## src/rtl/addsub_pkg.sv

```systemverilog
// Shared definitions for the serial arithmetic blocks.
// Holds the FSM state encoding, the default operand width and a helper
// that sizes the bit counter from a datapath width.
package addsub_pkg;

  localparam int ADDSUB_W = 4;

  typedef enum logic [1:0] {
    ST_IDLE = 2'd0,
    ST_CALC = 2'd1,
    ST_DONE = 2'd2
  } addsub_state_e;

  // A width of 2 still needs a 1-bit counter, so clamp at 1.
  function automatic int addsub_cnt_w(input int width);
    return (width > 2) ? $clog2(width) : 1;
  endfunction

endpackage

```

## src/rtl/full_adder1b.sv

```systemverilog
// One-bit full adder: the per-cycle slice of the bit-serial datapath.
// Latency: purely combinational. Backpressure: none.
// Ports: a, b, cin -> s (sum bit), cout (carry out).
module full_adder1b (
  input  logic a,
  input  logic b,
  input  logic cin,
  output logic s,
  output logic cout
);

  assign s    = a ^ b ^ cin;
  assign cout = (a & b) | (a & cin) | (b & cin);

endmodule

```

## src/rtl/serial_addsub4b.sv

```systemverilog
// Bit-serial WIDTH-bit adder/subtractor, one result bit per clock.
// Latency: o_Valid rises WIDTH edges after the accept edge; WIDTH+2 cycles per op back-to-back.
// Backpressure: result (S/C/V) held stable in DONE until SerAddSub_i_Ready; no request accepted meanwhile.
// Ports: Clk/nRst (sync, active-low); request Valid/Ready with A, B, fSub;
//        response Valid/Ready with S (result), C (raw carry-out), V (signed overflow).
module serial_addsub4b
  import addsub_pkg::*;
#(
  parameter int WIDTH = ADDSUB_W
) (
  input  logic             SerAddSub_i_Clk,
  input  logic             SerAddSub_i_nRst,
  input  logic             SerAddSub_i_Valid,
  output logic             SerAddSub_o_Ready,
  input  logic [WIDTH-1:0] SerAddSub_i_A,
  input  logic [WIDTH-1:0] SerAddSub_i_B,
  input  logic             SerAddSub_i_fSub,
  output logic             SerAddSub_o_Valid,
  input  logic             SerAddSub_i_Ready,
  output logic [WIDTH-1:0] SerAddSub_o_S,
  output logic             SerAddSub_o_C,
  output logic             SerAddSub_o_V
);

  localparam int CNT_W = addsub_cnt_w(WIDTH);
  localparam logic [CNT_W-1:0] CNT_LAST = CNT_W'(WIDTH - 1);

  addsub_state_e    state_q, state_d;
  logic [WIDTH-1:0] a_q, a_d;
  logic [WIDTH-1:0] b_q, b_d;
  logic [WIDTH-1:0] s_q, s_d;
  logic             carry_q, carry_d;
  logic [CNT_W-1:0] cnt_q, cnt_d;
  logic             c_q, c_d;
  logic             v_q, v_d;

  logic fa_s;
  logic fa_cout;

  full_adder1b u_fa (
    .a    (a_q[0]),
    .b    (b_q[0]),
    .cin  (carry_q),
    .s    (fa_s),
    .cout (fa_cout)
  );

  always_comb begin
    state_d = state_q;
    a_d     = a_q;
    b_d     = b_q;
    s_d     = s_q;
    carry_d = carry_q;
    cnt_d   = cnt_q;
    c_d     = c_q;
    v_d     = v_q;

    case (state_q)
      ST_IDLE: begin
        if (SerAddSub_i_Valid) begin
          // Subtraction is A + ~B + 1: invert B here and seed the carry with fSub.
          a_d     = SerAddSub_i_A;
          b_d     = SerAddSub_i_B ^ {WIDTH{SerAddSub_i_fSub}};
          carry_d = SerAddSub_i_fSub;
          cnt_d   = '0;
          state_d = ST_CALC;
        end
      end
      ST_CALC: begin
        // Result bits enter from the MSB side so after WIDTH shifts bit 0 sits at s_q[0].
        s_d     = {fa_s, s_q[WIDTH-1:1]};
        a_d     = a_q >> 1;
        b_d     = b_q >> 1;
        carry_d = fa_cout;
        cnt_d   = cnt_q + CNT_W'(1);
        if (cnt_q == CNT_LAST) begin
          // carry_q is the carry into the MSB on this cycle.
          c_d     = fa_cout;
          v_d     = carry_q ^ fa_cout;
          state_d = ST_DONE;
        end
      end
      ST_DONE: begin
        if (SerAddSub_i_Ready) begin
          state_d = ST_IDLE;
        end
      end
      default: begin
        state_d = ST_IDLE;
      end
    endcase
  end

  always_ff @(posedge SerAddSub_i_Clk) begin
    if (!SerAddSub_i_nRst) begin
      state_q <= ST_IDLE;
      a_q     <= '0;
      b_q     <= '0;
      s_q     <= '0;
      carry_q <= 1'b0;
      cnt_q   <= '0;
      c_q     <= 1'b0;
      v_q     <= 1'b0;
    end else begin
      state_q <= state_d;
      a_q     <= a_d;
      b_q     <= b_d;
      s_q     <= s_d;
      carry_q <= carry_d;
      cnt_q   <= cnt_d;
      c_q     <= c_d;
      v_q     <= v_d;
    end
  end

  // Gated with reset so a request is never handshaken on a reset edge.
  assign SerAddSub_o_Ready = (state_q == ST_IDLE) && SerAddSub_i_nRst;
  assign SerAddSub_o_Valid = (state_q == ST_DONE);
  assign SerAddSub_o_S     = s_q;
  assign SerAddSub_o_C     = c_q;
  assign SerAddSub_o_V     = v_q;

endmodule
```

## config.mk

```make
export PLATFORM = sky130hd
export DESIGN_NAME = serial_addsub4b
export DESIGN_NICKNAME = d
export VERILOG_FILES = /design/src/rtl/addsub_pkg.sv /design/src/rtl/full_adder1b.sv /design/src/rtl/serial_addsub4b.sv
export SDC_FILE = /design/constraint.sdc
export NUM_CORES = 1
export LEC_CHECK = 0
export ABC_AREA = 1
export BUFFER_PORTS_ARGS = -buffer_cell sky130_fd_sc_hd__buf_2
export CAP_MARGIN = 20
export CELL_PAD_IN_SITES_DETAIL_PLACEMENT = 1
export CELL_PAD_IN_SITES_GLOBAL_PLACEMENT = 2
export CORE_UTILIZATION = 29
export CTS_CLUSTER_SIZE = 25
export DETAILED_ROUTE_END_ITERATION = 10
export PLACE_DENSITY_LB_ADDON = 0.1
export SYNTH_ARGS = -nofsm -noshare
export SYNTH_HDL_FRONTEND = slang
export SYNTH_SLANG_ARGS = --single-unit
```

## constraint.sdc

```tcl
create_clock -name SerAddSub_i_Clk -period 2.9 [get_ports SerAddSub_i_Clk]
set_input_delay 0.725 -clock SerAddSub_i_Clk [delete_from_list [all_inputs] [get_ports SerAddSub_i_Clk]]
set_output_delay 0.725 -clock SerAddSub_i_Clk [all_outputs]
set_load 0.01 [all_outputs]
```

### Word-level counts from Yosys, hierarchy flattened

Cells that the tools add are included.

* bits of input ports: 13
* output and inout port bits: 8
* word-level logic and storage cells: 42
* flip-flop bits (word level): 19

* reductions and logical operators: 6
* equal/unequal tests: 6
* mux-type cells: 12
* bitwise logic cells: 9
* add/sub/neg operators: 1

Operators with widths (count)
* $pmux 4 s2: 2
* $mux 2: 4
* $mux 4: 2
* $pmux 2 s3: 1
* $eq 2x2->1 const B: 2
* $ne 2x2->1 const B: 2
* $pmux 2 s2: 1
* $reduce_and 2->1: 2
* $xor 4x4->4: 1
* $and 1x1->1: 3
* $reduce_and 3->1: 1
* $xor 1x1->1: 3
* $add 2x1->2 const B: 1
* $eq 2x1->1 const B: 1
* $logic_not 2->1: 1
* $ne 2x1->1 const B: 1
* $or 1x1->1: 2
* $pmux 1 s2: 1
* $reduce_bool 2->1: 1
* $logic_and 1x1->1: 1
* $mux 1: 1

### Logic depth before layout (Yosys ltp)

Gate-level depths: netlist (run 1).

* depth in word-level cells: 4
* mapped depth: 8
* gate-level depth less buffers: 7

### By module

Synthesis (run 1) repeated with hierarchy kept, for this count alone.

* cell total of the unflattened synthesis: 132
* area, all modules: 890.9 um^2

By module, submodules not included
* serial_addsub4b: cells an instance 131, instances 1, sequential area each 380.4 um^2, area each 870.8 um^2
* full_adder1b: cells an instance 1, instances 1, sequential area each 0.0 um^2, area each 20.0 um^2

### Worst setup path after synthesis (run 1)

No wires, ideal clock.

* path kind: input port to output port
* start: input port SerAddSub_i_nRst
* end: output port SerAddSub_o_Ready
* stages: 2
* path buffers: 0
* setup slack: 1.071 ns
* data arrival time: 1.104 ns
* data required time: 2.175 ns
* path through: clkinv_1 > nor2_1

* cells in the longest elaborated chain, start to end: 1

Ends and longest elaborated chain
* start, declared: line serial_addsub4b.sv:12 `input logic SerAddSub_i_nRst,`
* $logic_and 1x1->1: line serial_addsub4b.sv:117 `assign SerAddSub_o_Ready = (state_q == ST_IDLE) && SerAddSub_i_nRst;`
* end, declared: line serial_addsub4b.sv:14 `output logic SerAddSub_o_Ready,`

Every way passes these cells.

### Final worst setup path (run 1)

Same ends and word-level chain as after synthesis.

==> results.json, run 1 <==
{
  "period_share_pct": 73.5,
  "combPwrFrac_pct": 17.0,
  "antennaDiodeCount": 0,
  "cts_resized": 0,
  "crit_slowest_cell": "buf_2",
  "vias": 871,
  "clock_sinks": 19,
  "hold_path_class": "reg2reg",
  "pwr_density_cell_nw_per_um2": 478,
  "ir_drop_mv": 0.247,
  "drt-initial-drc-count": 12,
  "relSlewSlack_pct": 78.2,
  "syn_avg_cell_area_sq_um": 6.81,
  "fmax_mhz": 469,
  "die_x_um": 58.1,
  "core_sq_um": 2880,
  "final.setup.tns_ps": 0,
  "power_frac_seq_pct": 56.5,
  "gp_routability_congestion": 0.749,
  "hpwl_um": 1570,
  "drive_above_1_share_pct": 18.1,
  "timing_hold_violations_final": 0,
  "clkLatencyLatePin_ps": 300,
  "cts.clk_slew.worst_paths_ps": 110,
  "h-tree-depth": 1,
  "route.detailed.wl_per_inst_um": 10.9,
  "cp_data_arrival_time_ps": 1410,
  "postSynthRegisterBits": 19,
  "drt_pass1_iterations": 4,
  "p_int_mw": 0.362,
  "vias_per_cell": 4.42,
  "io_buffer_count": 20,
  "maxSlewViolCount": 0,
  "outcome": "finished clean",
  "max_slew.worst_pin.slew_ps": 326,
  "nFillCells": 384,
  "cp_common_cell": "buf_2",
  "final_antenna_net_count": 0,
  "required_ps": 2170,
  "yosysSeqAreaShare_pct": 41.7,
  "swShare_pct": 29.0,
  "worstPathCellList": "buf_2, clkinv_1, buf_4, nor2_1, buf_2",
  "ctsLongestPathBuffers": 2,
  "grt.overflow.total": 0,
  "syn_area_sq_um": 912,
  "skew_ps": 1.98,
  "layout_min_cycle_time_ps": 2130,
  "routed_wirelength_um": 2140,
  "cts_tree": "built",
  "switching_power_mw": 0.148,
  "grt_pass1_wl_um": 3630,
  "remaining_drc_errors": 0,
  "end_kind": "primary output",
  "cts-root-buf": "clkbuf_4",
  "rows": 19,
  "dp.cells": 193,
  "grt_pass1_vias": 833,
  "path_class": "in2out",
  "post_cts_buffers": 0,
  "numCtsBuffers": 3,
  "rsz0062_at_grt": "false",
  "nets": 171,
  "io_pins": 21,
  "chipHeight_um": 58.1,
  "leakagePower_nw": 0.558,
  "die_area_sq_um": 3370,
  "startpoint_type": "primary input",
  "synth_cells": 134,
  "cpPeakStageDelay_ps": 190,
  "syn-num-nets": 149,
  "initial_core_util_pct": 31.7,
  "rrSetupSlack_ps": 1600,
  "setup_viol": 0,
  "drv_cap": 0,
  "clock_power_share_pct": 26.5,
  "antenna_found_initial": 0,
  "stdcell_count": 197,
  "syn_to_final_growth_pct": 17.0,
  "grt.total_usage_pct": 14.3,
  "cts.hold.buffers_added": 0,
  "yosysWarnings": 0,
  "grt_max_degree": 17,
  "synthDistinctLibCells": 16,
  "crit_fanout": 11
}
power by group through the flow:
stage | combinational, mW | sequential (mW) | clock (mW)
after floorplan | 0.0596 | 0.295 | 0
after global placement | 0.0868 | 0.294 | 0
after detailed placement | 0.0880 | 0.294 | 0
after CTS | 0.0890 | 0.288 | 0.142
after global routing | 0.100 | 0.291 | 0.154
final | 0.0867 | 0.288 | 0.135
sequential cells by signal, indices dropped and copies added, names as in the netlist:
name / cells
state_q: 2
SerAddSub_o_C: 1
carry_q: 1
SerAddSub_o_V: 1
SerAddSub_o_S: 4
b_q: 4
a_q: 4
cnt_q: 2
Yosys cell counts:
| master | n | area, sq um |
|---|---|---|
| fa_1 | 1 | 20.0 |
| inv_2 | 1 | 3.75 |
| a21oi_1 | 7 | 35.0 |
| dfxtp_1 | 19 | 380 |
| nand3_1 | 17 | 85.1 |
| nand2_1 | 34 | 128 |
| o21ai_0 | 6 | 30.0 |
| nand2_4 | 1 | 11.3 |
| buf_6 | 2 | 22.5 |
| xor2_1 | 2 | 17.5 |
| ha_1 | 1 | 12.5 |
| buf_2 | 2 | 10.0 |
| nand2_2 | 1 | 6.26 |
| nor2_1 | 24 | 90.1 |
| inv_1 | 15 | 56.3 |
| clkinv_1 | 1 | 3.75 |
kinds of logic after synthesis:
| kind of cell | synth area share (%) |
|---|---|
| AOI/OAI and AO/OA | 7.13 |
| xor gates and xnor gates | 1.92 |
| adders and majority gates | 3.57 |
| buffers and inverters | 10.6 |
| DFF | 41.7 |
| and+or+nand+nor | 35.1 |
stage by stage:
| stage | cell area [sq um] | utilization (%) | power [mW] | setup WS (ps) | hold WS [ps] |
|---|---|---|---|---|---|
| 3_5_place_dp | 1040 | 36.1 | 0.382 | 749 | 453 |
| 3_3_place_gp | 1040 | 36.1 | 0.381 | 779 | 457 |
| 2_1_floorplan | 912 | - | 0.355 | 1070 | 428 |
| 4_1_cts | 1070 | 37.1 | 0.520 | 752 | 483 |
| 5_1_grt | 1070 | 37.1 | 0.545 | 706 | 509 |
| 6_report | 1070 | 37.1 | 0.510 | 768 | 482 |
path summary, 6_finish.rpt:
check                                 startpoint                end  cells after the start
worst max-delay path            SerAddSub_i_nRst  SerAddSub_o_Ready                      5
worst min-delay path                    cnt_q[0]           cnt_q[0]                      1
worst max register to register           carry_q      SerAddSub_o_V                      4
worst min register to register          cnt_q[0]           cnt_q[0]                      1
critical path, delay by kind of cell:
family	cells	cell delay [ps]
and+or+nand+nor	1	100
buffers and inverters	4	570
cell usage in the layout (no fill, tap or decap), types with 2 or more instances in the layout:
master and count:
nand2_1 34, nor2_1 24, buf_2 20, dfxtp_1 19, nand3_1 17, inv_1 15
a21oi_1 7, o21ai_0 6, clkbuf_4 3, xor2_1 2
metal layers:
metal	vias to the layer above	wire, um	part of all wire [%]	GRT usage [%]
met3	2	83	3.9	4.02
met5	-	0	0	0
met1	399	1070	50	18.4
met2	15	971	45	23.5
met4	0	17	0.79	4.08
li1	455	-	-	-
cell type report:
class / instances / area [sq um] / share of cell area, %
Multi-Input combinational cell: 94 / 435 / 40.8
Sequential cell: 19 / 380 / 35.6
Timing Repair Buffer: 21 / 108 / 10.1
Inverter: 17 / 63.8 / 5.98
Tap cell: 42 / 52.6 / 4.92
Clock buffer: 3 / 22.5 / 2.11
Clock inverter: 1 / 5.00 / 0.469
Note: power is estimated with default switching activity, not from simulation.
==> inputs of run 2 (changes only) <==
CORE_UTILIZATION = 27   (was 29)
clock period = 2 ns   (was 2.9 ns; I/O delays follow)
==> run 2 against run 1 <==
  * Critical path type is now reg2out
  * Sequential power is 45% higher
  * Critical endpoint unchanged
  * Total power is 45% higher
  * Hold slack worse by 42 ps
  * Highest routed layer unchanged
  * Setup slack worse by 350 ps
  * Register-to-register slack worse by 870 ps
  * Clock-buffer cell count is 1 higher
  * Non-clock buffer count stayed put
  * Core utilization is 2.9 points lower
==> results.json, run 2 (synthesis results as in run 1) <==
{
  "drt_pass1_iterations": 4,
  "cts_resized": 0,
  "power_frac_seq_pct": 56.7,
  "grt_pass1_vias": 862,
  "fin_area_sq_um": 1070,
  "place_ws_ps": 434,
  "drt-initial-drc-count": 17,
  "p_int_mw": 0.528,
  "min_delay_path_depth": 3,
  "end_kind": "primary output",
  "h-tree-depth": 1,
  "startpoint_type": "register",
  "clock_sinks": 19,
  "use_met3_pct": 3.90,
  "max_slew.worst_pin.slew_ps": 345,
  "die_x_um": 60.1,
  "io_pins": 21,
  "ctsLongestPathBuffers": 2,
  "timing_hold_violations_final": 0,
  "cts.hold.buffers_added": 0,
  "r2r-end": "SerAddSub_o_V",
  "hold_slack_ps": 440,
  "path_class": "reg2out",
  "grt_pass1_wl_um": 3570,
  "post_dp_cell_area_sq_um": 1040,
  "antenna_found_initial": 0,
  "cp_num_buf_inv": 2,
  "grt.overflow.total": 0,
  "layout_common_cells": "nand2_1 (34), nor2_1 (24), buf_2 (20)",
  "period_share_pct": 79.2,
  "clock_power_share_pct": 26.2,
  "numCtsBuffers": 3,
  "setup_viol": 0,
  "nets": 171,
  "layout_commonest_cell": "nand2_1",
  "routed_wirelength_um": 2150,
  "cts-root-buf": "clkbuf_4",
  "chipHeight_um": 60.1,
  "ir_drop_mv": 0.263,
  "crit_slowest_cell": "dfxtp_1",
  "hold_path_class": "in2reg",
  "rrSetupSlack_ps": 730,
  "vias": 860,
  "drv_cap": 0,
  "vias_per_cell": 4.32,
  "min_from": "SerAddSub_i_A[3]",
  "worstPathCellList": "inv_1, nand2_1, nor2_1, buf_2",
  "post_cts_buffers": 0,
  "use_met1_pct": 15.1,
  "grt.total_usage_pct": 13.6,
  "combPwrFrac_pct": 17.1,
  "clkLatencyLatePin_ps": 290,
  "final.setup.tns_ps": 0,
  "required_ps": 1500,
  "r2r-start": "carry_q",
  "die_area_sq_um": 3610,
  "busiest_layer": "met2",
  "swShare_pct": 28.4,
  "drive_above_1_share_pct": 17.4,
  "cp_data_arrival_time_ps": 1080,
  "rsz0062_at_grt": "false",
  "grt_use_met2_pct": 24.6,
  "fmax_mhz": 631,
  "pwr_density_cell_nw_per_um2": 690,
  "min_to": "a_q[3]",
  "antennaDiodeCount": 0,
  "leakagePower_nw": 0.556,
  "grt_max_degree": 17,
  "syn_to_final_growth_pct": 17.1,
  "cpPeakStageDelay_ps": 330,
  "remaining_drc_errors": 0,
  "io_buffer_count": 20,
  "crit_family": "flip-flops",
  "cts.clk_slew.worst_paths_ps": 110,
  "layout_min_cycle_time_ps": 1580,
  "skew_ps": 2.35,
  "rows": 20,
  "worst_slack_ps": 416,
  "outcome": "finished clean",
  "route.detailed.wl_per_inst_um": 10.8,
  "initial_core_util_pct": 29.2,
  "hpwl_um": 1630,
  "relSlewSlack_pct": 76.9,
  "final_antenna_net_count": 0,
  "gp_routability_congestion": 0.682,
  "core_sq_um": 3130,
  "crit_fanout": 4,
  "cts_tree": "built",
  "maxSlewViolCount": 0,
  "switching_power_mw": 0.209,
  "r2r_cells": 4
}
[run 2: routing by layer]
metal  vias up  routed length [um]
met2        10                1050
met4         0                  19
met1       392                1020
met3         2                  63
met5         -                   0
li1        456                   -
[run 2: how the worst max path moves through the flow]
stage / to / slack (ps) / start / cells past startpoint
detailed placement: SerAddSub_o_Ready / 430 / SerAddSub_i_nRst / 4
CTS: SerAddSub_o_Ready / 390 / state_q[1] / 4
finish: SerAddSub_o_Ready / 420 / state_q[1] / 4
global route: SerAddSub_o_Ready / 320 / state_q[1] / 4
floorplan: SerAddSub_o_Ready / 620 / SerAddSub_i_nRst / 2
global placement: SerAddSub_o_Ready / 450 / SerAddSub_i_nRst / 4
[run 2: area by class of cell]
| cell class | count | area (sq um) |
|---|---|---|
| well taps | 44 | 55.1 |
| repair buffers | 21 | 108 |
| multi-input cells | 94 | 435 |
| flip-flops and latches | 19 | 380 |
| clock buffers | 4 | 26.3 |
| fillers | 430 | 2060 |
| inverters | 17 | 63.8 |
[run 2: per-stage QoR]
stage / total power, mW / std cells / util (%)
after floorplan: 0.514 / 134 / -
after global placement: 0.553 / 195 / 33.3
after detailed placement: 0.556 / 195 / 33.3
after CTS: 0.756 / 199 / 34.2
after global routing: 0.792 / 199 / 34.2
final: 0.737 / 199 / 34.2
[run 2: power groups by stage]
stage	sequential [mW]	combinational, mW	clock (mW)
floorplan	0.428	0.0864	0
global placement	0.426	0.126	0
detailed placement	0.427	0.129	0
CTS	0.419	0.130	0.207
global route	0.422	0.146	0.224
finish	0.418	0.126	0.193
[run 2: worst register-to-register path, delay by kind of cell, from the launching register on]
kind / cells / cell delay [ps]
DFF: 1 / 360
and+or+nand+nor: 2 / 150
adders and majority gates: 1 / 480
xor gates and xnor gates: 1 / 180
==> inputs of run 3 (changes only) <==
ABC_AREA = 0   (was 1)
CORE_UTILIZATION = 30   (was 27)
clock period = 1.5 ns   (was 2 ns; I/O delays follow)
==> run 3 against run 2 <==
  * Area after synthesis is 1.8% lower
  * Clock skew shrank 0.59 ps
  * Clock power rose by 38%
  * Non-clock buffer count grew 5
  * Cell count is 24% lower
  * Global-route usage grew 0.65 points
  * Largest cell class unchanged
==> results.json, run 3 <==
{
  "outcome": "finished clean",
  "synth_area_leader_cell": "dfxtp_1",
  "antenna_found_initial": 0,
  "synth-xor-area-share_pct": 4.89,
  "clkLatencyLatePin_ps": 300,
  "period_share_pct": 94.9,
  "synth_edf_count": 0,
  "grt_max_degree": 14,
  "post_dp_cell_area_sq_um": 1010,
  "pwr_density_cell_nw_per_um2": 910,
  "grt_use_met2_pct": 23.4,
  "use_met1_pct": 18.8,
  "initial_core_util_pct": 32.2,
  "syn-num-nets": 112,
  "syn_area_sq_um": 896,
  "min_delay_path_depth": 3,
  "synth_ff_type": "dfxtp_1",
  "die_x_um": 56.6,
  "r2r_cells": 6,
  "async_flop_share_pct": 0,
  "chipHeight_um": 56.6,
  "final_antenna_net_count": 0,
  "synthDistinctLibCells": 31,
  "remaining_drc_errors": 0,
  "cp_num_buf_inv": 1,
  "cts_tree": "built",
  "nets": 137,
  "grt_pass1_wl_um": 3550,
  "required_ps": 1120,
  "layout_commonest_cell": "buf_2",
  "antennaDiodeCount": 0,
  "crit_family": "flip-flops",
  "drt-initial-drc-count": 10,
  "synth-compound-area-share_pct": 25.8,
  "grt_pass1_vias": 784,
  "vias_per_cell": 5.00,
  "leakagePower_nw": 0.449,
  "rsz0062_at_grt": "false",
  "yosysTopAreaCellShare_pct": 42.5,
  "place_ws_ps": 224,
  "busiest_layer": "met2",
  "crit_cells": 3,
  "worst_slack_ps": 76.3,
  "drive_above_1_share_pct": 30.6,
  "maxSlewViolCount": 0,
  "cts.clk_slew.worst_paths_ps": 120,
  "timing_hold_violations_final": 0,
  "yosysWarnings": 0,
  "clock_power_share_pct": 27.3,
  "io_pins": 21,
  "switching_power_mw": 0.271,
  "power_frac_seq_pct": 56.6,
  "worstPathCellList": "nand2b_4, nor2_1, buf_2",
  "postSynthRegisterBits": 19,
  "synthSimpleGateAreaFrac_pct": 15.4,
  "drv_cap": 0,
  "vias": 760,
  "yosysMostFrequentCell": "dfxtp_1",
  "cp_data_arrival_time_ps": 1050,
  "io_buffer_count": 20,
  "swShare_pct": 27.7,
  "fin_total_pwr_mw": 0.979,
  "multi_input_area_sq_um": 460,
  "fmax_mhz": 702,
  "relSlewSlack_pct": 71.9,
  "end_kind": "primary output",
  "cts-root-buf": "clkbuf_4",
  "synth_area_leaders": "dfxtp_1 (42%), a21oi_1 (4.5%), a22oi_1 (4.2%), nand2_1 (4.2%), o2bb2ai_1 (3.9%)",
  "hold_path_class": "in2reg",
  "clock_sinks": 19,
  "core_sq_um": 2780,
  "max_slew.worst_pin.slew_ps": 421,
  "crit_slowest_cell": "dfxtp_4",
  "path_class": "reg2out",
  "synth-adder-area-share_pct": 3.63,
  "cpPeakStageDelay_ps": 370,
  "grt.total_usage_pct": 14.2,
  "drt_pass1_iterations": 4,
  "die_area_sq_um": 3210,
  "yosysSeqAreaShare_pct": 42.5,
  "p_int_mw": 0.708,
  "ir_drop_mv": 0.355,
  "rows": 19,
  "startpoint_type": "register",
  "skew_ps": 1.76,
  "ctsLongestPathBuffers": 2,
  "cts.hold.buffers_added": 0,
  "numCtsBuffers": 3,
  "final.setup.tns_ps": 0,
  "crit_fanout": 4,
  "h-tree-depth": 1,
  "grt.overflow.total": 0,
  "fin_area_sq_um": 1070,
  "regArea_sq_um": 388,
  "synth_cells": 97,
  "layout_common_cells": "buf_2 (20), dfxtp_1 (17), nand2_1 (10)",
  "syn_avg_cell_area_sq_um": 9.24,
  "use_met3_pct": 2.76,
  "hold_slack_ps": 350,
  "routed_wirelength_um": 2030,
  "combPwrFrac_pct": 16.1,
  "synthMuxAreaShare_pct": 1.12,
  "gp_routability_congestion": 0.668,
  "hpwl_um": 1520,
  "syn_to_final_growth_pct": 20.0,
  "synth_top_family_by_area": "compound AO/OA/AOI/OAI gates",
  "nFillCells": 332,
  "netlist_top_cells_count": "dfxtp_1 (19), nand2_1 (10), a21oi_1 (8), nor2_1 (8), a22oi_1 (5)",
  "route.detailed.wl_per_inst_um": 13.4,
  "layout_min_cycle_time_ps": 1420,
  "setup_viol": 0
}
==> run 3: cell types whose count changed in the layout (fill, tap and decap cells not counted), moves of 3 or more <==
cell,previous run,this run
nand2_1,34,10
o2bb2ai_1,0,4
a211oi_1,0,3
nand3_1,17,1
nor2_1,24,8
inv_1,15,4
a22oi_1,0,5
buf_4,1,6
o221ai_1,0,3
==> run 3: per-layer routing <==
layer	share of wire, %	vias to the layer above
met4	0.39	0
met5	0	-
li1	-	392
met3	2.9	2
met1	49	353
met2	47	13
==> run 3: power groups by stage <==
stage               logic (mW)  registers, mW  clock network (mW)
global placement         0.144          0.570                   0
finish                   0.158          0.554               0.267
CTS                      0.159          0.557               0.286
global route             0.178          0.560               0.309
detailed placement       0.148          0.570                   0
floorplan                0.103          0.564                   0
==> run 3: cells by family after synthesis <==
logic type               after synthesis
flip-flops                            19
multiplexers                           1
AND/OR/NAND/NOR                       27
XOR/XNOR                               5
buffers and inverters                 10
AO/OA/AOI/OAI                         33
adder cells (fa/ha/maj)                2
==> run 3: timing repair <==
action	in CTS	in global routing
resized for setup	3	2
buffers inserted	3	0
endpoints found under the setup margin	2	2
pin swaps	0	1
==> run 3: metrics by stage <==
stage	utilization [%]	std cells
global route	38.6	152
detailed placement	36.4	145
finish	38.6	152
floorplan	-	97
CTS	38.4	152
global placement	36.4	145
==> run 3: final timing paths <==
check / start / end / slack (ps)
worst min-delay path: SerAddSub_i_A[3] / a_q[3] / 350
worst max-delay path: state_q[0] / SerAddSub_o_Ready / 80
worst min register to register: SerAddSub_o_S[0] / SerAddSub_o_S[0] / 470
worst max register to register: state_q[0] / b_q[1] / 190
==> run 3: area by class of cell <==
type,instances,area share [%]
Clock buffer,3,2.10
Clock inverter,1,0.466
Inverter,4,1.40
Multi-Input combinational cell,68,42.8
Sequential cell,19,36.1
Tap cell,31,3.61
Timing Repair Buffer,26,13.5
==> run 3: worst register-to-register path: stages, from the launching register on <==
cell	delay, ps
dfxtp_4	370
buf_4	140
buf_4	130
nor2b_1	120
buf_4	160
a22oi_1	180
o2bb2ai_1	90
